<file path="src/rtl/pdp8_uart.sv">
// Console teletype serial interface: 8N1/8N2 transmitter and 8N1 receiver
// sharing a 16x oversampling baud divider parameter.
module pdp8_uart #(
  parameter int BAUD_DIV  = 325,
  parameter int STOP_BITS = 1
) (
  input  logic       clk,
  input  logic       reset,
  input  logic [7:0] tx_data,
  input  logic       tx_start,
  output logic       tx_busy,
  output logic       tx_done,
  output logic       txd,
  input  logic       rxd,
  output logic [7:0] rx_data,
  output logic       rx_valid,
  output logic       rx_ferr
);

  localparam int BIT_CLKS  = 16 * BAUD_DIV;
  localparam int STOP_CLKS = STOP_BITS * BIT_CLKS;
  localparam int TCW       = $clog2(STOP_CLKS);
  localparam int PW        = $clog2(BAUD_DIV);

  localparam logic [TCW-1:0] BIT_LAST  = TCW'(BIT_CLKS - 1);
  localparam logic [TCW-1:0] STOP_LAST = TCW'(STOP_CLKS - 1);
  localparam logic [PW-1:0]  PRE_LAST  = PW'(BAUD_DIV - 1);

  typedef enum logic [1:0] {TX_IDLE, TX_START, TX_DATA, TX_STOP} tx_state_t;
  typedef enum logic [2:0] {RX_IDLE, RX_START, RX_DATA, RX_STOP, RX_WAITHI} rx_state_t;

  // ---------------- transmitter ----------------
  tx_state_t      r_tx_state, w_tx_state_nxt;
  logic [TCW-1:0] r_tx_cnt;
  logic [7:0]     r_tx_sh;
  logic [2:0]     r_tx_idx;
  logic           r_tx_end, r_tx_busy, r_tx_done, r_txd;
  logic           w_tx_accept, w_tx_end, w_txd_nxt, w_bit_end, w_stop_end;

  always_comb begin
    // NOTE: every always_comb output gets a default first so no path can infer a latch.
    w_tx_state_nxt = r_tx_state;
    w_tx_end       = 1'b0;
    w_txd_nxt      = 1'b1;
    w_tx_accept    = (r_tx_state == TX_IDLE) && tx_start && !r_tx_busy;
    w_bit_end      = (r_tx_cnt == BIT_LAST);
    w_stop_end     = (r_tx_cnt == STOP_LAST);
    case (r_tx_state)
      TX_IDLE:  if (w_tx_accept) w_tx_state_nxt = TX_START;
      TX_START: begin
        w_txd_nxt = 1'b0;
        if (w_bit_end) w_tx_state_nxt = TX_DATA;
      end
      TX_DATA: begin
        w_txd_nxt = r_tx_sh[r_tx_idx];
        if (w_bit_end && (r_tx_idx == 3'd7)) w_tx_state_nxt = TX_STOP;
      end
      TX_STOP: begin
        if (w_stop_end) begin
          w_tx_state_nxt = TX_IDLE;
          w_tx_end       = 1'b1;
        end
      end
      default: w_tx_state_nxt = TX_IDLE;
    endcase
  end

  // Line, busy and done are registered one clock behind the FSM.
  always_ff @(posedge clk) begin
    // NOTE: sequential state uses non-blocking assignments so all flops update together.
    if (reset) begin
      r_tx_state <= TX_IDLE;
      r_tx_cnt   <= '0;
      r_tx_sh    <= '0;
      r_tx_idx   <= '0;
      r_tx_end   <= 1'b0;
      r_tx_busy  <= 1'b0;
      r_tx_done  <= 1'b0;
      r_txd      <= 1'b1;
    end else begin
      r_tx_state <= w_tx_state_nxt;
      r_tx_end   <= w_tx_end;
      r_tx_done  <= r_tx_end;
      r_txd      <= w_txd_nxt;
      if (w_tx_accept) begin
        r_tx_sh   <= tx_data;
        r_tx_busy <= 1'b1;
      end else if (r_tx_end) begin
        r_tx_busy <= 1'b0;
      end
      if ((r_tx_state == TX_IDLE) || ((r_tx_state != TX_STOP) && w_bit_end) || w_stop_end)
        r_tx_cnt <= '0;
      else
        r_tx_cnt <= r_tx_cnt + TCW'(1);
      if (r_tx_state == TX_START)
        r_tx_idx <= '0;
      else if ((r_tx_state == TX_DATA) && w_bit_end)
        r_tx_idx <= r_tx_idx + 3'd1;
    end
  end

  assign tx_busy = r_tx_busy;
  assign tx_done = r_tx_done;
  assign txd     = r_txd;

  // ---------------- receiver ----------------
  rx_state_t     r_rx_state, w_rx_state_nxt;
  logic          r_sync1, r_sync2;
  logic [PW-1:0] r_pre;
  logic [3:0]    r_tick;
  logic [2:0]    r_rx_idx;
  logic [7:0]    r_rx_sh, r_rx_data;
  logic          r_rx_valid, r_rx_ferr;
  logic          w_rxs, w_sample, w_rx_load;

  assign w_rxs = r_sync2;

  // Mid-bit samples land on 1/16 ticks 8, 24, ... 152: tick phase 7 about to wrap.
  always_comb begin
    w_rx_state_nxt = r_rx_state;
    w_sample       = (r_pre == PRE_LAST) && (r_tick == 4'd7);
    w_rx_load      = 1'b0;
    case (r_rx_state)
      RX_IDLE:   if (!w_rxs) w_rx_state_nxt = RX_START;
      RX_START:  if (w_sample) w_rx_state_nxt = w_rxs ? RX_IDLE : RX_DATA;
      RX_DATA:   if (w_sample && (r_rx_idx == 3'd7)) w_rx_state_nxt = RX_STOP;
      RX_STOP: begin
        if (w_sample) begin
          w_rx_load      = 1'b1;
          w_rx_state_nxt = w_rxs ? RX_IDLE : RX_WAITHI;
        end
      end
      RX_WAITHI: if (w_rxs) w_rx_state_nxt = RX_IDLE;
      default:   w_rx_state_nxt = RX_IDLE;
    endcase
  end

  always_ff @(posedge clk) begin
    if (reset) begin
      r_sync1    <= 1'b1;
      r_sync2    <= 1'b1;
      r_rx_state <= RX_IDLE;
      r_pre      <= '0;
      r_tick     <= '0;
      r_rx_idx   <= '0;
      r_rx_sh    <= '0;
      r_rx_data  <= '0;
      r_rx_valid <= 1'b0;
      r_rx_ferr  <= 1'b0;
    end else begin
      r_sync1    <= rxd;
      r_sync2    <= r_sync1;
      r_rx_state <= w_rx_state_nxt;
      r_rx_valid <= w_rx_load;
      if ((r_rx_state == RX_IDLE) || (r_rx_state == RX_WAITHI)) begin
        r_pre  <= '0;
        r_tick <= '0;
      end else if (r_pre == PRE_LAST) begin
        r_pre  <= '0;
        r_tick <= r_tick + 4'd1;
      end else begin
        r_pre  <= r_pre + PW'(1);
      end
      if (r_rx_state == RX_START)
        r_rx_idx <= '0;
      else if ((r_rx_state == RX_DATA) && w_sample) begin
        r_rx_idx <= r_rx_idx + 3'd1;
        r_rx_sh  <= {w_rxs, r_rx_sh[7:1]};
      end
      if (w_rx_load) begin
        r_rx_data <= r_rx_sh;
        r_rx_ferr <= ~w_rxs;
      end
    end
  end

  assign rx_data  = r_rx_data;
  assign rx_valid = r_rx_valid;
  assign rx_ferr  = r_rx_ferr;

endmodule

</file>
<file path="config.mk">
export PLATFORM = sky130hd
export DESIGN_NAME = pdp8_uart
export DESIGN_NICKNAME = d
export VERILOG_FILES = /design/src/rtl/pdp8_uart.sv
export SDC_FILE = /design/constraint.sdc
export NUM_CORES = 1
export LEC_CHECK = 0
export CAP_MARGIN = 40
export CORE_MARGIN = 4
export CORE_UTILIZATION = 60
export DETAILED_ROUTE_END_ITERATION = 8
export PLACE_DENSITY = 0.82
export SYNTH_ARGS = -nofsm -noshare
export SYNTH_HDL_FRONTEND = slang
export SYNTH_SLANG_ARGS = --single-unit
export TNS_END_PERCENT = 50
</file>
<file path="constraint.sdc">
create_clock -name clk -period 5.7 [get_ports clk]
set_input_delay 0.855 -clock clk [delete_from_list [all_inputs] [get_ports clk]]
set_output_delay 0.855 -clock clk [all_outputs]
set_load 0.01 [all_outputs]
</file>
Yosys cells after proc, flatten, opt, wreduce, memory -nomap -nowiden
Index checks and enable logic that the tools add are counted.
{ "op_classes": {"n_addsub": 5, "magnitude_cmp": 1, "eq_ne": 22, "n_mux": 21, "n_bitwise": 3, "reduce_logical": 24} }
{ "ops": {"columns": ["cell", "count"], "rows": [
  ["2-bit != test, second input constant", 10],
  ["3-bit two-way mux", 6],
  ["3-bit case mux with 5 select lines", 1],
  ["13-bit by 1-bit adder with 13-bit output, second input constant", 1],
  ["13-bit equality test, second input constant", 1],
  ["2-bit two-way mux", 5],
  ["2-bit OR reduction", 5],
  ["9-bit by 1-bit adder with 9-bit output, second input constant", 1],
  ["3-bit equality test, second input constant", 3],
  ["9-bit equality test, second input constant", 1],
  ["1-bit logical AND", 8],
  ["2-bit case mux with 4 select lines", 1],
  ["3-bit by 1-bit adder with 3-bit output, second input constant", 2],
  ["3-bit by 2-bit equality test with 1-bit output, second input constant", 2],
  ["1-bit two-way mux", 6],
  ["5-bit AND reduction", 1],
  ["4-bit by 1-bit adder with 4-bit output, second input constant", 1],
  ["2-bit equality test, second input constant", 2],
  ["4-bit by 3-bit equality test with 1-bit output, second input constant", 1],
  ["3-bit by 4-bit < comparator with 1-bit output, second input constant", 1],
  ["4-bit AND reduction", 1],
  ["1-bit binary-select mux with 3-bit select", 1],
  ["3-bit by 1-bit equality test with 1-bit output, second input constant", 1],
  ["3-bit logical NOT", 1],
  ["other kinds (9)", 13]
]} }
{ "word_totals": {"register_bits": 69, "in_bits": 12, "out_inout_bits": 13, "elab_cells": 94} }

Logic depth before layout (Yosys ltp)
{ "depth": {"word_depth": 5, "ltp_mapped": 7, "depth_no_buf": 6} }

Worst setup path before layout
Ideal clock, no wire load.
{ "synth_timing": {"path_kind": "register to register", "start": "register r_pre[5]", "end": "register r_rx_sh[0]", "setup_time_ns": 0.128, "arrival_time_ns": 1.835, "setup_slack_ns": 3.738, "stages_incl_launch_ff": 7, "path_cell_list": "dfxtp_1 -> or4b_4 -> buf_6 -> or4b_4 -> buf_6 -> mux2i_1 -> nor2_1"} }
{ "synth_between": {"elab_chain_cells": 4} }
{ "synth_lines": {"columns": ["item", "line", "text"], "rows": [
  ["start: declaration", "109", "logic [PW-1:0] r_pre;"],
  ["start signal: assignment", "162", "r_pre <= r_pre + PW'(1);"],
  ["9-bit equality test", "121", "w_sample = (r_pre == PRE_LAST) && (r_tick == 4'd7);"],
  ["1-bit logical AND", "121", null],
  ["1-bit logical AND", "166", "else if ((r_rx_state == RX_DATA) && w_sample) begin"],
  ["2-bit AND reduction (no line)", null, null],
  ["end signal: assignment", "168", "r_rx_sh <= {w_rxs, r_rx_sh[7:1]};"],
  ["end: declaration", "112", "logic [7:0] r_rx_sh, r_rx_data;"]
]} }
No other way between the ends.
A chain may end at the register's enable or synchronous reset.

Worst setup path after layout
{ "layout_timing": {"start": "register r_pre[0]", "end": "register r_rx_data[7], in the netlist rx_data[7]"} }
{ "layout_between": {"elab_chain_cells": 4} }
{ "layout_lines": {"columns": ["item", "line", "text"], "rows": [
  ["9-bit equality test", "121", null],
  ["1-bit logical AND", "121", null],
  ["1-bit two-way mux", "128", "if (w_sample) begin"],
  ["1-bit two-way mux", "123", "case (r_rx_state)"],
  ["end signal: assignment", "171", "r_rx_data <= r_rx_sh;"],
  ["end: declaration", "112", null]
]} }
No other way between the ends.

==> results.md <==
- Clock Sinks: 69
- Clk_lat worst skew: 0.34 ns
- Tot Pwr: 1.184 mW
- Outcome: finished clean
- Core area: 0.004786 mm²
- CP top delay family: simple AND/OR/NAND/NOR gates
- Setup WS post-layout: 3.437 ns
- Setup bufs post-CTS: 0
- RSZ-0062 raised after global routing: no
- Via count: 2145
- IO Count: 25
- Type of the tightest min-delay check: flip-flop to flip-flop
- Total CTS buffers: 9
- Crit share post-route: 39.69%
- Number of vias per cell: 5.376
- Die ar.: 0.006184 mm²
- Crit Path Class: flip-flop to flip-flop
- # nets final: 352
- DRT Pass-1 Iters: 4
- Max rail drop VDD: 277.9 µV
- CTS Hold Bufs: 0
- Die Wd: 78.64 µm
- F_max: 442.0 MHz
- Critical Path End Type: flip-flop
- Yosys cell types: 43
- Slew @ Worst Pin: 0.8314 ns
- H-tree levels: 3
- Worst-path maximum fanout: 12
- First-pass GRT wire length: 9.473 mm
- Syn Nets: 329
- Antenna Nets Post-Route: 0
- Most common cell after layout, fill and taps aside: dfxtp_1
- Skew final: 0.007594 ns
- Chip Height: 78.64 µm
- Routability Congestion: 0.8336
- Clock Path Buffers: 2
- Share of cells above drive strength 1: 8.133%
- DRC viols: 0
- Synth warn: 0
- Final worst path period need: 2.263 ns
- Area growth syn-to-layout: 16.80%
- Fillers: 345
- CTS tree: built
- Number of diodes: 0
- Pre-CTS setup slack: 3.214 ns
- Dpl hpwl: 3.671 mm
- Slew Viols, Final: 0
- Number of synthesized register bits: 69
- Buf/Inv on CP: 1
- Pin count of the biggest net entering global routing: 45
- Mean Syn Cell Area: 9.849 µm²
- P per Cell Area: 338.6 mW/mm²
- Instance count of the mapped netlist: 304
- Initial antenna violation count: 0
- Post-CTS Resized: 0
- Slew headroom: 44.16%
- Final setup fails: 0
- GRT Residual Overflow: 0
- GRT Overall Usage: 19.33%
- Cell area after layout: 0.003497 mm²
- Pleak: 1.357 nW
- Post-layout util: 73.07%
- WL final: 5.406 mm
- Total negative slack: 0 ns
- CTS root buffer: clkbuf_8
- Required time of the critical path: 5.92 ns
- Vias in the first global route: 2145
- DP Area: 0.003258 mm²
- Cell Area, Synth: 0.002994 mm²
- Worst path arrival time: 2.48 ns
- Initial Util: 62.56%
- MaxCap Viol Count: 0
- CP Cell Sequence: inv_1 -> ha_1 -> nand4b_1 -> nor4_4 -> mux2i_1 -> nor2_1
- Crit path largest cell delay: 0.87 ns
- Crit path max-delay cell type: nor4_4
- Crit path launch type: flip-flop
- Std cell rows: 25
- Commonest cells after routing, fill and taps aside: dfxtp_1, nor2_1, mux2i_1
- Count of final hold-check violations: 0
- Buffers added on ports: 24
- DRT iter0 DRCs: 127
- Register area share after synthesis: 46.13%
- DR WL/cell: 13.55 µm
- CTS clk-pin slew, worst paths: 0.07 ns
layout make-up:
cell class | count | area [µm²] | area share [%]
multi-input cells | 214 | 1515 | 43.33
well taps | 67 | 83.83 | 2.397
flip-flops and latches | 69 | 1381 | 39.50
repair buffers | 25 | 247.7 | 7.084
inverters | 8 | 30.03 | 0.8587
clock buffers | 10 | 127.6 | 3.649
clock inverters | 6 | 111.4 | 3.184
path summary, 6_finish.rpt:
| path | slack [ns] | to | depth (start not counted) | startpoint |
|---|---|---|---|---|
| setup / recovery | 3.44 | rx_data[7]$_SDFFE_PP0P_ | 6 | r_pre[0]$_SDFF_PP0_ |
| hold / removal | 0.42 | r_sync2$_SDFF_PP1_ | 1 | r_sync1$_SDFF_PP1_ |
| setup reg to reg | 3.44 | rx_data[7]$_SDFFE_PP0P_ | 6 | r_pre[0]$_SDFF_PP0_ |
| hold reg to reg | 0.42 | r_sync2$_SDFF_PP1_ | 1 | r_sync1$_SDFF_PP1_ |
flip-flops by register name (all words and copies together) (netlist names):
signal and flops:
r_tx_cnt 13, r_pre 9, r_rx_sh 8, r_tx_sh 8
rx_data 8, r_tick 4, r_rx_idx 3, r_rx_state 3
r_tx_idx 3, r_tx_state 2, r_sync1 1, r_sync2 1
r_tx_end 1, rx_ferr 1, rx_valid 1, tx_busy 1
tx_done 1, txd 1
routing by layer:
| layer | wire (µm) | share of wire [%] | vias up | global-route usage, % |
|---|---|---|---|---|
| li1 | - | - | 1094 | - |
| met1 | 2428 | 45 | 1013 | 22.21 |
| met2 | 2714 | 50 | 30 | 32.60 |
| met3 | 163 | 3.0 | 8 | 4.702 |
| met4 | 99 | 1.8 | 0 | 11.01 |
| met5 | 0 | 0 | - | 0 |
power by group:
part | internal, mW | switching, mW
registers | 0.509 | 0.0181
logic | 0.0841 | 0.0965
clock network | 0.291 | 0.186
cells in the mapped netlist, drive strengths merged:
master | number | area (µm²)
nor4b | 1 | 8.760
or4b | 3 | 37.54
dfxtp | 69 | 1381
nand4 | 5 | 31.28
a41oi | 1 | 8.760
xor2 | 11 | 96.34
and3 | 3 | 18.77
nor3b | 1 | 7.510
a221oi | 1 | 8.760
nor4 | 6 | 52.55
mux2i | 32 | 320.3
nand2b | 5 | 31.28
nor4bb | 1 | 10.01
nand3b | 1 | 7.510
o21ai | 2 | 10.00
and4 | 1 | 8.760
clkbuf | 9 | 33.78
nor2 | 60 | 225.2
nand2 | 8 | 30.03
mux4 | 2 | 45.04
buf | 4 | 33.78
o21bai | 1 | 7.510
nand4b | 4 | 35.03
ha | 13 | 162.7
xnor2 | 12 | 105.1
nor2b | 2 | 12.51
a311oi | 1 | 8.760
a21oi | 5 | 25.02
nor3 | 10 | 50.05
o41ai | 1 | 16.27
o211ai | 1 | 7.510
nand3 | 10 | 50.05
or3 | 1 | 6.260
or2 | 5 | 31.28
or4bb | 1 | 11.26
a211oi | 1 | 7.510
and4b | 2 | 20.02
inv | 8 | 30.03
cells by family (layout without fill, tap and decap cells):
family,after synthesis,in the layout,synth area share [%]
AO/OA/AOI/OAI,14,14,3.343
buffers and inverters,21,49,3.259
AND/OR/NAND/NOR,130,130,22.90
flip-flops,69,69,46.13
adder cells (fa/ha/maj),13,13,5.433
XOR/XNOR,23,23,6.728
multiplexers,34,34,12.20
stage by stage:
step / hold slack (ns) / cells
final: 0.4216 / 399
after global routing: 0.4496 / 399
after CTS: 0.4194 / 399
after detailed placement: 0.3959 / 383
after global placement: 0.4003 / 383
after floorplan: 0.3895 / 304
Power figures use the tool's default switching activity.
==> RTL change 1, RTL diff (config.mk and constraints unchanged) <==
Set the parameter `BAUD_DIV` to 650 (it was 325).
--- a/src/rtl/pdp8_uart.sv
+++ b/src/rtl/pdp8_uart.sv
@@ -3,3 +3,3 @@
 module pdp8_uart #(
-  parameter int BAUD_DIV  = 325,
+  parameter int BAUD_DIV  = 650,
   parameter int STOP_BITS = 1
Formal check against the unedited RTL: no difference found for any inputs over 10 cycles, from zero or initial values and one cycle with reset high; that may be too few to reach the edited logic, so the function may still have changed.
==> RTL change 1 against the unedited design <==
Setup slack lost 0.29 ns; die area shrank 0.75%; worst hold slack better by 0.0045 ns; routed wire length fell by 13%; global-route usage down 1.7 points; sequential cell count is 2 higher; critical path type unchanged; core utilization fell by 2.1 points; final cell count shrank 2.3%; design area fell by 3.5%; area after synthesis shrank 0.84%; total power is 14% lower; clock power shrank 32%; largest power group unchanged.
==> RTL change 1: results (changes against the unedited design) <==
- Final WL: 4710 µm (was 5410 µm)
- Worst-Margin Slew: 0.754 ns (was 0.831 ns)
- Avg Cell Area, Syn: 9.96 µm² (was 9.85 µm²)
- RePlAce Congestion: 0.761 (was 0.834)
- Post-Place Worst Slack: 3.12 ns (was 3.21 ns)
- Syn nets: 323 (was 329)
- WP data arrival: 2.82 ns (was 2.48 ns)
- Combinational Power Share: 14.9% (was 15.2%)
- Placed cell count: 377 (was 383)
- Met2 routed WL: 2300 µm (was 2710 µm)
- Layout cell share with drive strength beyond 1: 8.36% (was 8.13%)
- Status: complete, no violations (unchanged)
- Vias in the first global route: 1987 (was 2145)
- Synth top area cells: dfxtp_1 48%, mux2i_1 11%, nor2_1 7.8%, ha_1 5.5%, xnor2_1 4.1% (was dfxtp_1 46%, mux2i_1 11%, nor2_1 7.5%, ha_1 5.4%, xnor2_1 3.5%)
- DR vias/cell: 5.07 (was 5.38)
- Final hold slack: 0.426 ns (was 0.422 ns)
- 1st-iter DRT viols: 66 (was 127)
- GRT Util Overall: 17.7% (was 19.3%)
- Setup Skew: 0.00927 ns (was 0.00759 ns)
- Worst vdd ir: 0.214 mV (was 0.278 mV)
- Clk. pwr: 322 µW (was 476 µW)
- Synth cell types: 38 (was 43)
- WL met3: 181 µm (was 163 µm)
- Power Combinational: 151 µW (was 181 µW)
- CP Capture Point: rx_ferr$_SDFFE_PP0P_ (was rx_data[7]$_SDFFE_PP0P_)
- Pleak: 0.00145 µW (was 0.00136 µW)
RTL change 1: layer usage:
layer / vias to the layer above / global-route usage (%)
met5: - / 0
li1: 1039 / -
met3: 4 / 7.91
met4: 0 / 6.64
met1: 911 / 19.0
met2: 24 / 30.5
RTL change 1: final cells by class:
cell class / count / area, µm²
Timing Repair Buffer: 25 / 248
Multi-Input combinational cell: 208 / 1450
Tap cell: 67 / 83.8
Clock buffer: 11 / 141
Fill cell: 366 / 1380
Clock inverter: 2 / 10.0
Inverter: 6 / 22.5
Sequential cell: 71 / 1420
RTL change 1: logic make-up (layout without fill, tap and decap cells):
| logic type | after synthesis | in the layout | share of synthesized area, % |
|---|---|---|---|
| simple gates | 126 | 126 | 21.4 |
| fa+ha+maj | 13 | 13 | 5.48 |
| buf+inv | 19 | 44 | 3.37 |
| flops | 71 | 71 | 47.9 |
| xor+xnor | 24 | 24 | 7.08 |
| mux | 35 | 35 | 12.6 |
| compound gates | 10 | 10 | 2.15 |
==> RTL change 2, RTL diff (same settings) <==
Made on the original files. Re-encode `rx_state_t` (5 states) as Gray code, 3 bits wide.
--- a/src/rtl/pdp8_uart.sv
+++ b/src/rtl/pdp8_uart.sv
@@ -29,3 +29,3 @@
   typedef enum logic [1:0] {TX_IDLE, TX_START, TX_DATA, TX_STOP} tx_state_t;
-  typedef enum logic [2:0] {RX_IDLE, RX_START, RX_DATA, RX_STOP, RX_WAITHI} rx_state_t;
+  typedef enum logic [2:0] {RX_IDLE = 3'b000, RX_START = 3'b001, RX_DATA = 3'b011, RX_STOP = 3'b010, RX_WAITHI = 3'b110} rx_state_t;
 
Check against the original RTL: no difference found for any inputs over 10 cycles, from zero or initial values and one cycle with reset high; not proved beyond that.
==> RTL change 2 against the unedited design <==
Die area down 1.1%; sequential share of layout area up 0.93 points; clock skew up 0.0032 ns; setup slack better by 0.10 ns; area after synthesis down 1.2%; sequential cell count unchanged; combinational power down 12%; core utilization down 1.2 points; global-route usage up 0.075 points; routed wire length down 3.3%; total power down 11%; design area down 2.3%; critical path type unchanged; largest power group unchanged.
==> RTL change 2: results (changes against the unedited design) <==
- RR Startpoint: r_pre[3]$_SDFF_PP0_ (was r_pre[0]$_SDFF_PP0_)
- Ant diodes: 0 (unchanged)
- Sequential-to-total area share from yosys stat: 46.7% (was 46.1%)
- Placed cell count: 382 (was 383)
- Pleak: 0.00134 µW (was 0.00136 µW)
- 1st-iter DRT viols: 112 (was 127)
- Syn nets: 327 (was 329)
- Crit-path max cell delay: 0.71 ns (was 0.87 ns)
- Layout cell share with drive strength beyond 1: 7.29% (was 8.13%)
- Critical Path Fanout Max: 10 (was 12)
- Avg Cell Area, Syn: 9.80 µm² (was 9.85 µm²)
- Vias in the first global route: 2153 (was 2145)
- Worst-Margin Slew: 0.537 ns (was 0.831 ns)
- GRT Util Overall: 19.4% (was 19.3%)
- Routed vias: 2122 (was 2145)
- RePlAce Congestion: 0.759 (was 0.834)
- Antenna violations before repair: 0 (unchanged)
- Kind of critical path: register to register (unchanged)
- Internal reg-to-reg setup slack: 3.54 ns (was 3.44 ns)
- Hold Path Depth: 1 (unchanged)
- Worst r2r dst: rx_data[6]$_SDFFE_PP0P_ (was rx_data[7]$_SDFFE_PP0P_)
- Worst vdd ir: 0.255 mV (was 0.278 mV)
- Critical Path Slowest Stage Cell: or4b_1 (was nor4_4)
- Status: complete, no violations (unchanged)
- Global-route wire length before repair: 9480 µm (was 9470 µm)
- Post-synth top cells: 69 x dfxtp_1, 59 x nor2_1, 33 x mux2i_1 (was 69 x dfxtp_1, 60 x nor2_1, 32 x mux2i_1)
- Final WL: 5230 µm (was 5410 µm)
- Synth top area cells: dfxtp_1 47%, mux2i_1 11%, nor2_1 7.5%, ha_1 5.5%, xnor2_1 3.6% (was dfxtp_1 46%, mux2i_1 11%, nor2_1 7.5%, ha_1 5.4%, xnor2_1 3.5%)
- Final hold slack: 0.434 ns (was 0.422 ns)
- CTS root buf: clkbuf_8 (unchanged)
- Setup Skew: 0.0108 ns (was 0.00759 ns)
- Worst-path clk slew: 0.07 ns (about the same)
- DR vias/cell: 5.36 (was 5.38)
- Largest net degree at the start of global routing: 46 (was 45)
- Reg2reg path depth: 4 (was 6)
- Hold crit path type: register to register (unchanged)
- WP data arrival: 2.36 ns (was 2.48 ns)
- DPL Wire Length: 3600 µm (was 3670 µm)
- Post-CTS Setup Bufs: 0 (unchanged)
- Filler cells: 355 (was 345)
- Nets@finish: 351 (was 352)
- Placed inst area: 3240 µm² (was 3260 µm²)
==> RTL change 2: worst max-delay path by stage <==
stage,to,slack [ns],cells after the start
6_report,rx_data[6]$_SDFFE_PP0P_,3.54,4
5_1_grt,rx_data[4]$_SDFFE_PP0P_,3.42,6
4_1_cts,rx_data[6]$_SDFFE_PP0P_,3.54,4
3_5_place_dp,r_pre[7]$_SDFF_PP0_,3.27,5
3_3_place_gp,r_pre[6]$_SDFF_PP0_,3.29,5
2_1_floorplan,rx_data[0]$_SDFFE_PP0P_,3.76,6
==> RTL change 2: critical path, delay by kind of cell, from the launching register on <==
kind / cells / cell delay, ns
muxes: 1 / 0.20
and+or+nand+nor: 3 / 1.47
DFF: 1 / 0.35
==> RTL change 2: layout make-up <==
| type | count | area, µm² | area share (%) |
|---|---|---|---|
| repair buffers | 26 | 255 | 7.47 |
| clock inverters | 2 | 35.0 | 1.03 |
| well taps | 67 | 83.8 | 2.45 |
| multi-input cells | 209 | 1480 | 43.2 |
| inverters | 11 | 41.3 | 1.21 |
| clock buffers | 12 | 145 | 4.25 |
| flip-flops and latches | 69 | 1380 | 40.4 |
==> RTL change 2: kinds of logic after synthesis <==
logic type               share of synthesized area [%]
AND/OR/NAND/NOR                                   21.2
flip-flops                                        46.7
multiplexers                                      12.7
XOR/XNOR                                          7.10
buffers and inverters                             3.47
AO/OA/AOI/OAI                                     3.38
adder cells (fa/ha/maj)                           5.50
==> RTL change 2: report_power, final <==
part	total [µW]	switching [µW]	leakage [µW]	internal (µW)
sequential	527	18.7	0.000558	509
clock	373	164	0.0000923	209
combinational	159	81.9	0.000689	77.3
==> RTL change 2: through the flow <==
stage | setup WS (ns) | utilization (%)
4_1_cts | 3.54 | 71.9
5_1_grt | 3.42 | 71.9
3_3_place_gp | 3.29 | 68.1
6_report | 3.54 | 71.9
3_5_place_dp | 3.27 | 68.1
2_1_floorplan | 3.76 | -
==> RTL change 2: routing by layer <==
layer	vias up	GRT usage, %	wire, µm
li1	1086	-	-
met1	998	23.5	2430
met2	29	32.4	2550
met3	9	4.93	143
met4	0	8.92	100
met5	-	0	0
